<file path="config.mk">
export PLATFORM = sky130hd
export DESIGN_NAME = rt_input_buffer
export DESIGN_NICKNAME = d
export VERILOG_FILES = /design/src/rtl/router_pkg.sv /design/src/rtl/rt_fifo.sv /design/src/rtl/rt_input_buffer.sv
export SDC_FILE = /design/constraint.sdc
export NUM_CORES = 1
export LEC_CHECK = 0
export ABC_AREA = 1
export CAP_MARGIN = 15
export CORE_MARGIN = 2
export CORE_UTILIZATION = 25
export DETAILED_ROUTE_END_ITERATION = 16
export GPL_TIMING_DRIVEN = 0
export SYNTH_ARGS = -nofsm -noshare
export SYNTH_HDL_FRONTEND = slang
export SYNTH_SLANG_ARGS = --single-unit
</file>
<file path="constraint.sdc">
create_clock -name clk -period 6.9 [get_ports clk]
set_input_delay 2.07 -clock clk [delete_from_list [all_inputs] [get_ports clk]]
set_output_delay 2.07 -clock clk [all_outputs]
set_load 0.005 [all_outputs]
</file>
<file path="src/rtl/router_pkg.sv">
// Shared router types: handshake FSM states and default input buffer sizing.
package router_pkg;
  typedef enum logic [0:0] {IN_IDLE = 1'b0, IN_ACK = 1'b1} in_state_t;
  typedef enum logic [1:0] {OUT_IDLE = 2'd0, OUT_REQ = 2'd1, OUT_WAIT = 2'd2} out_state_t;
  localparam int RT_BUF_DEPTH = 4;
  localparam int RT_FLIT_W    = 32;
endpackage

</file>
<file path="src/rtl/rt_fifo.sv">
// In-order flit storage: wrap-around pointers plus a separate occupancy counter.
module rt_fifo
  import router_pkg::*;
#(
  parameter int WIDTH = RT_FLIT_W,
  parameter int DEPTH = RT_BUF_DEPTH
) (
  input  logic                     clk,
  input  logic                     rst_n,
  input  logic                     push,
  input  logic                     pop,
  input  logic [WIDTH-1:0]         wdata,
  output logic [WIDTH-1:0]         rdata,
  output logic [$clog2(DEPTH):0]   count,
  output logic                     full,
  output logic                     empty
);
  localparam int AW = $clog2(DEPTH);
  localparam int CW = AW + 1;

  logic [WIDTH-1:0] r_mem [DEPTH];
  logic [AW-1:0]    r_wptr;
  logic [AW-1:0]    r_rptr;
  logic [CW-1:0]    r_count;

  // Storage carries no reset; only pointers and count define validity.
  always_ff @(posedge clk) begin
    if (push) r_mem[r_wptr] <= wdata;
  end

  always_ff @(posedge clk or negedge rst_n) begin
    if (!rst_n) begin
      r_wptr  <= '0;
      r_rptr  <= '0;
      r_count <= '0;
    end else begin
      if (push) r_wptr <= r_wptr + AW'(1);
      if (pop)  r_rptr <= r_rptr + AW'(1);
      case ({push, pop})
        2'b10:   r_count <= r_count + CW'(1);
        2'b01:   r_count <= r_count - CW'(1);
        default: r_count <= r_count;
      endcase
    end
  end

  assign rdata = r_mem[r_rptr];
  assign count = r_count;
  assign full  = (r_count == CW'(DEPTH));
  assign empty = (r_count == '0);
endmodule

</file>
<file path="src/rtl/rt_input_buffer.sv">
// Per-port input buffer: 4-phase req/ack in, FIFO, 4-phase req/ack out to the core.
module rt_input_buffer
  import router_pkg::*;
#(
  parameter int WIDTH = RT_FLIT_W,
  parameter int DEPTH = RT_BUF_DEPTH
) (
  input  logic                     clk,
  input  logic                     rst_n,
  input  logic                     in_req,
  input  logic [WIDTH-1:0]         in_data,
  output logic                     in_ack,
  output logic                     out_req,
  output logic [WIDTH-1:0]         out_data,
  input  logic                     out_ack,
  output logic [$clog2(DEPTH):0]   count,
  output logic                     full,
  output logic                     empty
);
  in_state_t        r_in_st;
  out_state_t       r_out_st;
  logic             r_in_ack;
  logic             r_out_req;
  logic [WIDTH-1:0] r_out_data;
  logic             w_push;
  logic             w_pop;
  logic [WIDTH-1:0] w_head;
  logic             w_full;
  logic             w_empty;

  // Full is the pre-edge value, so a same-edge pop never frees a slot for a push.
  assign w_push = (r_in_st == IN_IDLE) && in_req && !w_full;
  assign w_pop  = (r_out_st == OUT_REQ) && out_ack;

  rt_fifo #(.WIDTH(WIDTH), .DEPTH(DEPTH)) u_fifo (
    .clk   (clk),
    .rst_n (rst_n),
    .push  (w_push),
    .pop   (w_pop),
    .wdata (in_data),
    .rdata (w_head),
    .count (count),
    .full  (w_full),
    .empty (w_empty)
  );

  always_ff @(posedge clk or negedge rst_n) begin
    if (!rst_n) begin
      r_in_st  <= IN_IDLE;
      r_in_ack <= 1'b0;
    end else begin
      case (r_in_st)
        IN_IDLE: if (w_push) begin
          r_in_ack <= 1'b1;
          r_in_st  <= IN_ACK;
        end
        IN_ACK: if (!in_req) begin
          r_in_ack <= 1'b0;
          r_in_st  <= IN_IDLE;
        end
        default: begin
          r_in_ack <= 1'b0;
          r_in_st  <= IN_IDLE;
        end
      endcase
    end
  end

  always_ff @(posedge clk or negedge rst_n) begin
    if (!rst_n) begin
      r_out_st   <= OUT_IDLE;
      r_out_req  <= 1'b0;
      r_out_data <= '0;
    end else begin
      case (r_out_st)
        OUT_IDLE: if (!w_empty) begin
          r_out_data <= w_head;
          r_out_req  <= 1'b1;
          r_out_st   <= OUT_REQ;
        end
        OUT_REQ: if (out_ack) begin
          r_out_req <= 1'b0;
          r_out_st  <= OUT_WAIT;
        end
        OUT_WAIT: if (!out_ack) r_out_st <= OUT_IDLE;
        default: begin
          r_out_req <= 1'b0;
          r_out_st  <= OUT_IDLE;
        end
      endcase
    end
  end

  assign in_ack   = r_in_ack;
  assign out_req  = r_out_req;
  assign out_data = r_out_data;
  assign full     = w_full;
  assign empty    = w_empty;
endmodule

</file>
### Word-level counts from Yosys, hierarchy flattened

Memories as Yosys holds them, arrays and structs flattened. A register that Yosys moved wholly into a read port is not among the register bits.
Index checks and enable logic that the tools add are counted.

* mux-type cells: 15
* reductions and logical operators: 12
* add/subtract/negate cells: 4
* equality and inequality tests: 10
* bitwise operators: 3

Operator list (count)
* $ne 2x2->1 const B: 4
* $mux 1: 7
* $mux 2: 3
* $pmux 2 s3: 1
* $pmux 3 s2: 1
* $reduce_and 3->1: 2
* $add 2x1->2 const B: 2
* $eq 2x1->1 const B: 2
* $eq 2x2->1 const B: 2
* $pmux 1 s2: 2
* $reduce_and 2->1: 2
* $add 3x1->3 const B: 1
* $eq 3x3->1 const B: 1
* $logic_and 1x1->1: 3
* $logic_not 3->1: 1
* $not 1->1: 3
* $pmux 1 s3: 1
* $sub 3x1->3 const B: 1
* $logic_not 1->1: 2
* $logic_not 2->1: 1
* $ne 2x1->1 const B: 1
* $reduce_bool 2->1: 1

* output and inout port bits: 39
* logic and storage cells: 52
* register bits: 12
* memories kept: 1
* input bits: 36
* bits in writable memories: 128

Memory list
* u_fifo.r_mem: words 4, width 32, read ports 1, clocked after memory_dff 1, wr ports 1, RTL line rt_fifo.sv:21 `logic [WIDTH-1:0] r_mem [DEPTH];`

### Logic depth before layout (Yosys ltp)

Gate-level depths: netlist of run 1.

* depth after elaboration: 5
* depth in mapped cells: 10
* depth with buffers taken out: 10

### Hierarchy

A second synthesis of run 1 with hierarchy kept.

* cells, all modules: 588
* area total of the unflattened synthesis: 6962.9 µm²

By module, submodules not included
* rt_fifo: cells each 422, instances 1, sequential area each 4018.9 µm², area each 5456.5 µm²
* rt_input_buffer: cells each 166, instances 1, sequential area each 925.9 µm², area each 1506.4 µm²

### Least setup slack after synthesis of run 1

OpenSTA, ideal clock, no wires.

* path type: in2reg
* start: in in_req
* end: mem u_fifo.r_mem[0][0] (netlist name) (enable)
* stages: 4
* slack: 2.739 ns
* arrival time: 3.740 ns
* setup time: 0.421 ns
* path buffers: 0
* path through: inv_1 nor2_1 nand2_2 nor2_1

* longest elaborated chain between the ends: 4

RTL lines
* start, declared: RTL line rt_input_buffer.sv:10 `input logic in_req,`
* $logic_and 1x1->1 (2 in series): RTL line rt_input_buffer.sv:32 `assign w_push = (r_in_st == IN_IDLE) && in_req && !w_full;`
* $mux 1: RTL line rt_fifo.sv:28 `if (push) r_mem[r_wptr] <= wdata;`
* $mux 1 (implied by the code): RTL line rt_fifo.sv:28
* end, declared: RTL line rt_fifo.sv:21

No other way between the ends.

### Final worst setup path of run 1

* start: reg u_fifo.r_count[1], in the netlist u_fifo.count[1]
* end: out full

* longest elaborated chain between the ends: 1

RTL lines
* start, declared: RTL line rt_fifo.sv:24 `logic [CW-1:0] r_count;`
* start signal, assigned: RTL line rt_fifo.sv:40 `2'b10: r_count <= r_count + CW'(1);`
* start signal, assigned: RTL line rt_fifo.sv:41 `2'b01: r_count <= r_count - CW'(1);`
* start signal, assigned: RTL line rt_fifo.sv:42 `default: r_count <= r_count;`
* $eq 3x3->1: RTL line rt_fifo.sv:49 `assign full = (r_count == CW'(DEPTH));`
* end, declared: RTL line rt_input_buffer.sv:17 `output logic full,`

No other way between the ends.

==> results of run 1 <==
## worst max path at each step
stage	start	to	cells after the start
after global routing	u_fifo.count[1]	full	4
after floorplan	in_req	u_fifo.r_mem[0][0]	4
after CTS	u_fifo.count[1]	full	4
after global placement	in_req	u_fifo.r_mem[0][22]	5
after detailed placement	in_req	u_fifo.r_mem[1][13]	6
final	u_fifo.count[1]	full	4
## power breakdown
part	internal (mW)	total, mW	switching [mW]
logic	0.598	1.47	0.874
registers	1.37	1.47	0.0938
clock network	0.513	0.918	0.405
## layout by cell type, fill, tap and decap left out
cell	n
nand2_4	1
a21oi_1	1
clkdlybuf4s50_1	73
clkbuf_8	1
o31ai_1	1
o21ai_0	3
nand3_2	1
nand2_1	263
inv_8	2
buf_12	2
nor2_2	1
buf_6	9
xnor2_1	1
inv_1	147
xor2_1	4
nor2_1	4
buf_4	4
nand3_1	69
bufinv_16	1
nor2_4	4
dfrtp_1	44
inv_6	3
inv_2	4
edfxtp_1	128
buf_2	13
ha_1	5
clkinv_4	3
clkbuf_16	17
clkinv_2	4
buf_16	3
fa_1	1
nand2_2	1
clkinvlp_4	1
clkbuf_1	2
## sequential cells by signal, indices dropped and copies added, names as in the netlist
signal and flops:
r_out_st 2, u_fifo.r_rptr 2, out_data 32, u_fifo.r_mem 128, u_fifo.r_wptr 2, r_in_st 1, in_ack 1, out_req 1
u_fifo.count 3
## cell families after synthesis
| group | after synthesis |
|---|---|
| AOI/OAI and AO/OA | 5 |
| xor gates and xnor gates | 5 |
| adders and majority gates | 6 |
| buffers and inverters | 178 |
| DFF | 172 |
| and+or+nand+nor | 344 |
## layout make-up
class	instances	area [um^2]
Clock inverter	14	132.6
Timing Repair Buffer	79	858.3
Sequential cell	172	4945
Tap cell	384	480.5
Buffer	27	198.9
Clock buffer	18	439.2
Multi-Input combinational cell	360	1580
Inverter	151	566.8
Fill cell	2856	19420
## layer usage
layer | share of wire | routed length [um]
met4 | 0.0056 | 91
met5 | 0.00098 | 16
met3 | 0.067 | 1096
met1 | 0.44 | 7193
met2 | 0.49 | 7948
## critical path, cell delays in order (launching register included)
cell,delay [ns]
dfrtp_1,0.39
inv_1,0.13
nand3_1,0.15
inv_1,0.08
clkdlybuf4s50_1,0.49
## stage by stage
step / setup slack, ns / utilization
after floorplan: 2.739 / -
after global placement: 0.7976 / 0.2963
after detailed placement: 2.707 / 0.3015
after CTS: 3.133 / 0.3214
after global routing: 3.052 / 0.3214
final: 3.175 / 0.3214
==> metrics.txt, run 1 <==
Hold Path Sink out_data[7]; WL final between 15,000 and 20,000 um; Mapped Cells 710; Hold Crit Depth 2; Tmin final 3.725 ns; top-count cell post-synth nand2_1; routability cong. 0.6991; VDD IR-drop max 216.2 uV; Setup Skew between 0.01 and 0.015 ns; fraction of layout instances using a drive strength above 1 0.09135; Max transition margin 0.5526; Synth Area in Simple Gates 0.1923; number of routed nets with antenna violations 0; row cnt 62; Tightest Pin Transition between 0.6 and 0.7 ns; combinational family with the most area after synthesis simple AND/OR/NAND/NOR gates; synthesis-to-finish area growth 26.73%; met3 Usage GRT 0.04003; synth cell count leaders nand2_1, inv_1, edfxtp_1; R2R cell count 9; worst flop-to-flop path endpoint u_fifo.count[2]; LEAKAGE 4.185 nW; worst path arrival time 1.66 ns; H-tree depth 4; Setup CP Type reg -> out; Die H 174.4 um; Synth Net Count 752; Max Slew Vio Count 0; largest cells by area after synthesis edfxtp_1, dfrtp_1, nand2_1; met2 Usage GRT 0.1837; Avg Inst Size Synth around 10 um^2; initial antenna violation count 1; DRC violations left 0; largest net degree at the start of global routing 31; final setup violation count 0; CTS tree done; clk sinks 172; CP Launch Type flip-flop; crit path max fanout 3; Inserted Diodes 0; Die X 174.4 um; placed cells about 1,200; post-synth top area share 0.5294; Critical Path RT between 4 and 5 ns; port bufs 74; Netlist cell types 22; design area 0.009201 mm^2; mux cell area share after synthesis 0; hold_ws 0.4771 ns; vias in the first global route 4,590; cell taking the most area after synthesis edfxtp_1; post-synthesis cell area 0.007261 mm^2; post-synthesis sequential area ratio 0.6810; R2R Setup Slk 4.83 ns; Max clock buf depth 2; async set or reset register ratio after synthesis 0.2558; overall power 3.857 mW; fin crit share 0.5399; compound-gate portion of the synthesized area 0.003791; Most Used Layer, Global Route met2; vias per std cell 3.873; Global Route Usage Sum 0.1111; gr ovfl total 0; met1 usage 0.1370; Post-CTS Hold Fix Bufs 0; Hold Fails Final Rpt 0; RR Startpoint u_fifo.count[1]; Max Cap Violations 0; core footprint 0.02863 mm^2; number of synthesized flops with an enable pin 128; Root Driver clkbuf_16; Pwr Density 419.2 mW/mm^2; Ports 75; Worst-path clk slew 0.06 ns; clk_lat worst skew 0.42 ns; per-cell routed wire length 13.57 um; unrepaired setup endpoints after global routing false; Hold Crit Start out_data[7]; # Post-CTS Setup Buffers 0; DP Wirelength 10,950 um; Seq cells post-synth 172; global-route wire length before repair 25,440 um; FMAX 0.2684 GHz; adder-cell share of the synthesized area 0.01137; Detailed Route Iter0 Violations 285; Synth Flop Type edfxtp_1; fin nets 850; Starting Density 0.2536; status finished clean; vias approximately 4,700; XOR/XNOR Fraction of Synth Area 0.006031; Area after DPL 0.008630 mm^2; final non-filler cell total 1,205; Ys Warns 0; critical path endpoint category output pin; post-cts sizing count 0; Final TNS setup 0 ns; Num CTS Buffers 17; worst hold-check path type reg -> reg; die area 0.03042 mm^2; DRT Pass-1 Iters 4
Note: power is estimated with default switching activity, not from simulation.
==> run 2, diff against run 1 <==
Clock period 6.9 ns to 3.25 ns, I/O delays scaled along.
==> results of run 2 <==
Same layout as run 1 (identical final DEF). Status: finished clean.
Main changes from that run: setup slack after placement 2.707 ns -> 0.1518 ns; clock-pin slew on the worst setup and hold paths 0.06 ns -> 0.07 ns; setup slack after layout 3.175 ns -> 0.6195 ns; register-to-register setup slack 4.83 ns -> 1.18 ns; total power 3.857 mW -> 8.190 mW; worst IR drop on VDD 216.2 uV -> 459.1 uV
